<file path="src/rtl/bus_master_port.sv">
// Serial bus master: arbitrates for the bus, sends an address/mode/data frame MSB first,
// then waits for a write acknowledge or shifts in a read byte, with a bounded first response.
//
// state      | meaning
// S_IDLE     | waiting for an armed write/read request
// S_REQ      | bus_req high, waiting for bus_grant
// S_ADDR     | driving SLAVE_ADDR, 4 bits
// S_MODE     | driving mode bit (1 = write)
// S_WDATA    | driving write payload, 8 bits
// S_WAIT_ACK | waiting for bus_ack, bounded by ACK_TIMEOUT
// S_RDATA    | collecting 8 read bits; only the first bit is time-bounded
// S_DONE     | one-cycle tx_done, back to IDLE
module bus_master_port #(
    parameter logic [3:0] SLAVE_ADDR  = 4'd1,
    parameter int         ACK_TIMEOUT = 16
) (
    input  logic       clk,
    input  logic       reset,
    input  logic [1:0] instruction,
    input  logic [7:0] data_in,
    output logic       tx_done,
    output logic       error,
    output logic [7:0] rx_data,
    output logic       rx_valid,
    output logic       busy,
    output logic       bus_req,
    input  logic       bus_grant,
    output logic       bus_valid,
    output logic       bus_sdata,
    input  logic       bus_ack,
    input  logic       bus_rvalid,
    input  logic       bus_rdata
);

    localparam int TW = $clog2(ACK_TIMEOUT + 1);
    localparam logic [TW-1:0] TO_LAST = TW'(ACK_TIMEOUT - 1);

    typedef enum logic [2:0] {
        S_IDLE, S_REQ, S_ADDR, S_MODE, S_WDATA, S_WAIT_ACK, S_RDATA, S_DONE
    } state_t;

    state_t          state_q;
    logic            armed_q;
    logic            mode_q;
    logic [7:0]      data_q;
    logic [6:0]      rd_q;
    logic [2:0]      bit_cnt_q;
    logic [TW-1:0]   tout_q;
    logic            tx_done_q;
    logic            error_q;
    logic [7:0]      rx_data_q;
    logic            rx_valid_q;
    logic            busy_q;
    logic            bus_req_q;
    logic            bus_valid_q;
    logic            bus_sdata_q;

    always_ff @(posedge clk or posedge reset) begin
        if (reset) begin
            state_q     <= S_IDLE;
            armed_q     <= 1'b1;
            mode_q      <= 1'b0;
            data_q      <= 8'h00;
            rd_q        <= 7'h00;
            bit_cnt_q   <= 3'd0;
            tout_q      <= '0;
            tx_done_q   <= 1'b0;
            error_q     <= 1'b0;
            rx_data_q   <= 8'h00;
            rx_valid_q  <= 1'b0;
            busy_q      <= 1'b0;
            bus_req_q   <= 1'b0;
            bus_valid_q <= 1'b0;
            bus_sdata_q <= 1'b0;
        end else begin
            // Re-arm on any idle instruction; entering DONE below overrides this.
            if (instruction == 2'b00) armed_q <= 1'b1;

            case (state_q)
                S_IDLE: begin
                    if (armed_q && (instruction == 2'b10 || instruction == 2'b01)) begin
                        data_q    <= data_in;
                        mode_q    <= instruction[1];
                        error_q   <= 1'b0;
                        busy_q    <= 1'b1;
                        bus_req_q <= 1'b1;
                        state_q   <= S_REQ;
                    end
                end
                S_REQ: begin
                    if (bus_grant) begin
                        bit_cnt_q   <= 3'd0;
                        bus_valid_q <= 1'b1;
                        bus_sdata_q <= SLAVE_ADDR[3];
                        state_q     <= S_ADDR;
                    end
                end
                S_ADDR: begin
                    if (bit_cnt_q == 3'd3) begin
                        bus_sdata_q <= mode_q;
                        state_q     <= S_MODE;
                    end else begin
                        bit_cnt_q   <= bit_cnt_q + 3'd1;
                        bus_sdata_q <= SLAVE_ADDR[2'(3'd2 - bit_cnt_q)];
                    end
                end
                S_MODE: begin
                    bit_cnt_q <= 3'd0;
                    if (mode_q) begin
                        bus_sdata_q <= data_q[7];
                        data_q      <= {data_q[6:0], 1'b0};
                        state_q     <= S_WDATA;
                    end else begin
                        tout_q      <= '0;
                        bus_valid_q <= 1'b0;
                        bus_sdata_q <= 1'b0;
                        state_q     <= S_RDATA;
                    end
                end
                S_WDATA: begin
                    if (bit_cnt_q == 3'd7) begin
                        tout_q      <= '0;
                        bus_valid_q <= 1'b0;
                        bus_sdata_q <= 1'b0;
                        state_q     <= S_WAIT_ACK;
                    end else begin
                        bit_cnt_q   <= bit_cnt_q + 3'd1;
                        bus_sdata_q <= data_q[7];
                        data_q      <= {data_q[6:0], 1'b0};
                    end
                end
                S_WAIT_ACK: begin
                    if (bus_ack || tout_q == TO_LAST) begin
                        error_q   <= ~bus_ack;
                        tx_done_q <= 1'b1;
                        bus_req_q <= 1'b0;
                        armed_q   <= 1'b0;
                        state_q   <= S_DONE;
                    end else begin
                        tout_q <= tout_q + 1'b1;
                    end
                end
                S_RDATA: begin
                    if (bus_rvalid) begin
                        rd_q      <= {rd_q[5:0], bus_rdata};
                        bit_cnt_q <= bit_cnt_q + 3'd1;
                        if (bit_cnt_q == 3'd7) begin
                            rx_data_q  <= {rd_q, bus_rdata};
                            rx_valid_q <= 1'b1;
                            tx_done_q  <= 1'b1;
                            bus_req_q  <= 1'b0;
                            armed_q    <= 1'b0;
                            state_q    <= S_DONE;
                        end
                    end else if (bit_cnt_q == 3'd0) begin
                        // Only the wait for the first bit is bounded.
                        if (tout_q == TO_LAST) begin
                            error_q   <= 1'b1;
                            tx_done_q <= 1'b1;
                            bus_req_q <= 1'b0;
                            armed_q   <= 1'b0;
                            state_q   <= S_DONE;
                        end else begin
                            tout_q <= tout_q + 1'b1;
                        end
                    end
                end
                S_DONE: begin
                    tx_done_q  <= 1'b0;
                    rx_valid_q <= 1'b0;
                    busy_q     <= 1'b0;
                    state_q    <= S_IDLE;
                end
                default: state_q <= S_IDLE;
            endcase
        end
    end

    assign tx_done   = tx_done_q;
    assign error     = error_q;
    assign rx_data   = rx_data_q;
    assign rx_valid  = rx_valid_q;
    assign busy      = busy_q;
    assign bus_req   = bus_req_q;
    assign bus_valid = bus_valid_q;
    assign bus_sdata = bus_sdata_q;

endmodule

</file>
<file path="config.mk">
export PLATFORM = sky130hd
export DESIGN_NAME = bus_master_port
export DESIGN_NICKNAME = d
export VERILOG_FILES = /design/src/rtl/bus_master_port.sv
export SDC_FILE = /design/constraint.sdc
export NUM_CORES = 1
export LEC_CHECK = 0
export ABC_AREA = 0
export BUFFER_PORTS_ARGS = -buffer_cell sky130_fd_sc_hd__buf_2
export CORE_MARGIN = 3
export CORE_UTILIZATION = 57
export CTS_CLUSTER_SIZE = 25
export DETAILED_ROUTE_END_ITERATION = 6
export MAX_ROUTING_LAYER = met4
export PLACE_DENSITY = 0.79
export RECOVER_POWER = 25
export SLEW_MARGIN = 30
export SYNTH_ARGS = -nofsm -noshare
export SYNTH_HDL_FRONTEND = slang
export SYNTH_SLANG_ARGS = --single-unit
export TNS_END_PERCENT = 30
</file>
<file path="constraint.sdc">
create_clock -name clk -period 2.3 [get_ports clk]
set_clock_uncertainty 0.05 [all_clocks]
set_input_delay 0.46 -clock clk [delete_from_list [all_inputs] [get_ports clk]]
set_output_delay 0.46 -clock clk [all_outputs]
set_load 0.02 [all_outputs]
</file>
# After elaboration in Yosys (flattened, before gate mapping)
# Index checks and enable logic that the tools add are counted.
# totals
mem_bits_ro,0
output_inout_bits,15
word_cells,144
n_memories,0
latchBits,0
reg_bits,43
mem_bits_rw,0
input_bits,16
# op_classes
mux,64
n_div,0
mul,0
eq_ne,31
shifts,0
n_reduce_logical,29
n_bitwise,1
order_cmp,1
addsub,3
# op_table
op,n
$mux 3,13
$ne 2x2->1 const B,16
$mux 5,6
$mux 1,28
$mux 8,3
$pmux 3 s8,1
$pmux 8 s3,1
$pmux 5 s4,1
$eq 3x3->1 const B,5
$pmux 3 s5,1
$pmux 1 s3,4
$reduce_and 6->1,2
$reduce_bool 3->1,4
$reduce_and 5->1,2
$eq 3x2->1 const B,3
$ne 3x3->1 const B,3
$reduce_and 2->1,4
$reduce_and 4->1,2
$reduce_and 8->1,1
$reduce_bool 4->1,2
$reduce_and 7->1,1
$logic_not 3->1,2
$pmux 1 s2,3
$reduce_and 3->1,2
17 further kinds,19

# Logic depth before layout (Yosys ltp)
# depth
ltp_word,6
depth_mapped,8
mapped_depth_nobuf,7

# Least setup slack after synthesis
# No wires, ideal clock.
# synth_path
kind,register to register
from,register tout_q[0]
to,register tout_q[2]
required_ns,2.129
slack_ns,0.233
synth_period_minus_slack_ns,2.067
n_path_buf,0
setup_time_ns,0.121
path_stages_with_launch,8
arrival_ns,1.896
path_cell_list,dfrtp_1 -> ha_1 -> and3_1 -> ha_1 -> nor3b_2 -> a221oi_4 -> or3_1 -> a22o_1
# synth_via
elab_chain_len,5
word_cells_on_any_way,11
cone_classes,add/sub (1); eq/ne (3); mux (5); reduce/logical (2)
# synth_rtl
element,line,source
from (decl),48,logic [TW-1:0] tout_q;
from (signal assigned),140,tout_q <= tout_q + 1'b1;
from (signal assigned),164,tout_q <= tout_q + 1'b1;
$add 5x1->5,"140, 164",
$mux 5,157,if (tout_q == TO_LAST) begin
$mux 5,155,end else if (bit_cnt_q == 3'd0) begin
$mux 5,144,if (bus_rvalid) begin
$pmux 5 s4,79,case (state_q)
# Parallel ways exist; a longest one is shown, timed or not. The select of a mux whose other input is x is not followed.
# A chain may end at the register's enable or synchronous reset.

# Worst setup path after layout
# Ends and elaborated chain as after synthesis.

==> reports/metrics.cfg <==
[layout]
postLayoutCellArea_sq_um = 2660
fin_cells = 304
final_cell_mix = 42 x dfrtp_1, 30 x buf_2, 21 x nand2_1
seq_area_sq_um = 1080
diodes = 0
fillCellCount = 280
multi_input_area_sq_um = 1130
nets = 279
syn2layout_area_growth_pct = 15.4
final_common_cell = dfrtp_1
drive_gt1_share_pct = 29.7

[run]
maxCapViolations = 0

[clock_network]
path_clk_slew_ns = 0.09
cts_tree = done
cts_hold_buf = 0
ctsRootBufferMaster = clkbuf_8
clock_sinks = 43
cts-buffers-inserted = 5
clk_latency_ns = 0.30
cts_setup_buffers = 0
clk_path_buf_depth = 2
ctsResizeCount = 0
ctsHtreeMaxLevel = 2

[sta]
timing.fmax_ghz = 0.458
slew_viol_final = 0
finalHoldViolCount = 0
finalWorstSetupSlack_ns = 0.118
slew_headroom_pct = 50.2
post-route-period-util_pct = 94.9
tns_ns = 0
rsz0062_at_grt = false
worstMarginPinSlew_ns = 0.747
finalSetupViolations = 0
fin_crit_ns = 2.18

[floorplanning]
ios = 31
rows = 22
fp.dieArea_sq_um = 4850
die_h_um = 69.6
start_util_pct = 61.2
die_w_um = 69.6
core_sq_um = 3770

[power_and_ir_drop]
power.total_w = 0.00367
power_frac_comb_pct = 47.3
power.density_nw_per_um2 = 1380
p_clk_share_pct = 16.6
p_sw_w = 0.00153
internal-power_w = 0.00213
vdd_drop_max_v = 0.000905
pwr-share-seq_pct = 36.2
switching_share_pct = 41.8
leakagePower_nw = 1.30

[detailed_routing]
wl_per_cell_um = 15.8
drcViolationCount = 0
via_per_inst = 5.72
firstDrtPassIters = 4
ant_nets = 0
num_vias = 1740
first_iter_violations = 143
drt_wl_total_um = 4800

[critical_path]
r2r-end = tout_q[2]
crit_type = flop to flop
required_ns = 2.44
r2r_cells = 7
start_kind = flop
endpoint_kind = flop
r2r_setup_slack_ns = 0.12
timing.rr.start = tout_q[0]
arrival_ns = 2.32
path_max_fanout = 6

[yosys]
netlist_instances = 217
ys_warn_count = 0
seq_area_frac_synth_pct = 46.7
async_flop_share_pct = 100
dominantRegCellSynth = dfrtp_1
postSynthAreaPerCell_sq_um = 10.6
syn-num-nets = 241
synth_area_sq_um = 2310
synth_cell_type_count = 52
synth-seq-cells = 43
synth_edf_count = 0

[global_route]
antenna_found_initial = 0
grt_max_degree = 32
grt_pass1_wl_um = 8200
grt_remaining_overflow = 0
grt_pass1_vias = 1757
grt_use_total_pct = 21.5

[placement]
port_buffers = 30
dp_hpwl_um = 3580
pre_cts_ws_ns = 0.0317
place_area_sq_um = 2550
gp_congestion = 0.832
dp_cells = 296

[run_status]
outcome = completed

[min_path]
hp-class = primary input to asynchronous set/reset pin

## metal layers
metal	part of all wire [%]	vias up	track usage [%]
met5	0	-	-
met4	1.3	0	6.17
met3	6.7	7	5.36
met2	47	60	32.7
met1	45	816	28.6
li1	-	857	-
## worst max-delay path by stage
stage / from / endpoint / slack [ns] / cells after the start
global route: tout_q[0] / tout_q[2] / 0.03 / 7
finish: tout_q[0] / tout_q[2] / 0.12 / 7
floorplan: tout_q[0] / tout_q[2] / 0.23 / 7
detailed placement: instruction[0] / mode_q / 0.03 / 7
global placement: instruction[0] / mode_q / 0.1 / 7
CTS: tout_q[0] / tout_q[2] / 0.08 / 7
## worst max-delay path, cell delays in order, from the launching register on
cell and delay (ns):
dfrtp_1 0.41, ha_1 0.23, and3_1 0.19, ha_2 0.20
nor3b_2 0.27, a221oi_4 0.12, or3_1 0.37, a22o_1 0.23
## area by class of cell
cell class,count,share of cell area [%]
clock buffers,5,2.58
clock inverters,3,1.74
inverters,14,1.97
multi-input cells,151,42.6
flip-flops and latches,43,40.5
well taps,48,2.26
repair buffers,40,8.36
## synth_stat cells, types with 5 or more instances
cell / n / area share [%]
dfrtp_1: 42 / 46
mux2_2: 15 / 7.3
inv_1: 13 / 2.1
nor2b_1: 5 / 1.4
buf_2: 6 / 1.3
o21ai_0: 12 / 2.6
ha_1: 8 / 4.3
o21ai_1: 13 / 2.8
mux2i_1: 9 / 3.9
a21oi_1: 5 / 1.1
nor2_1: 8 / 1.3
nand2_1: 21 / 3.4
## power groups by stage
stage	sequential [W]	combinational, W	clock, W
6_report	0.00133	0.00173	0.000609
5_1_grt	0.00138	0.00190	0.000647
4_1_cts	0.00133	0.00173	0.000613
3_5_place_dp	0.00134	0.00172	0
3_3_place_gp	0.00133	0.00166	0
2_1_floorplan	0.00129	0.00129	0
## kinds of logic after synthesis
family | synth area share [%]
simple gates | 13.2
compound gates | 17.6
flops | 46.7
mux | 13.2
buf+inv | 4.23
fa+ha+maj | 4.34
xor+xnor | 0.759
## stage by stage
step           utilization (%)  hold WS [ns]
5_1_grt                   70.6        0.0677
3_5_place_dp              67.6         0.374
3_3_place_gp              67.6         0.373
6_report                  70.6        0.0415
2_1_floorplan                -         0.405
4_1_cts                   70.6        0.0533
## sequential cells by signal, indices dropped and copies added, names as in the netlist
signal / count
bus_req: 1
rx_valid: 1
busy: 1
tout_q: 5
error: 1
data_q: 8
rd_q: 7
state_q: 3
bus_sdata: 1
rx_data: 8
bus_valid: 1
bit_cnt_q: 3
armed_q: 1
mode_q: 1
tx_done: 1
Note: power is estimated with default switching activity, not from simulation.
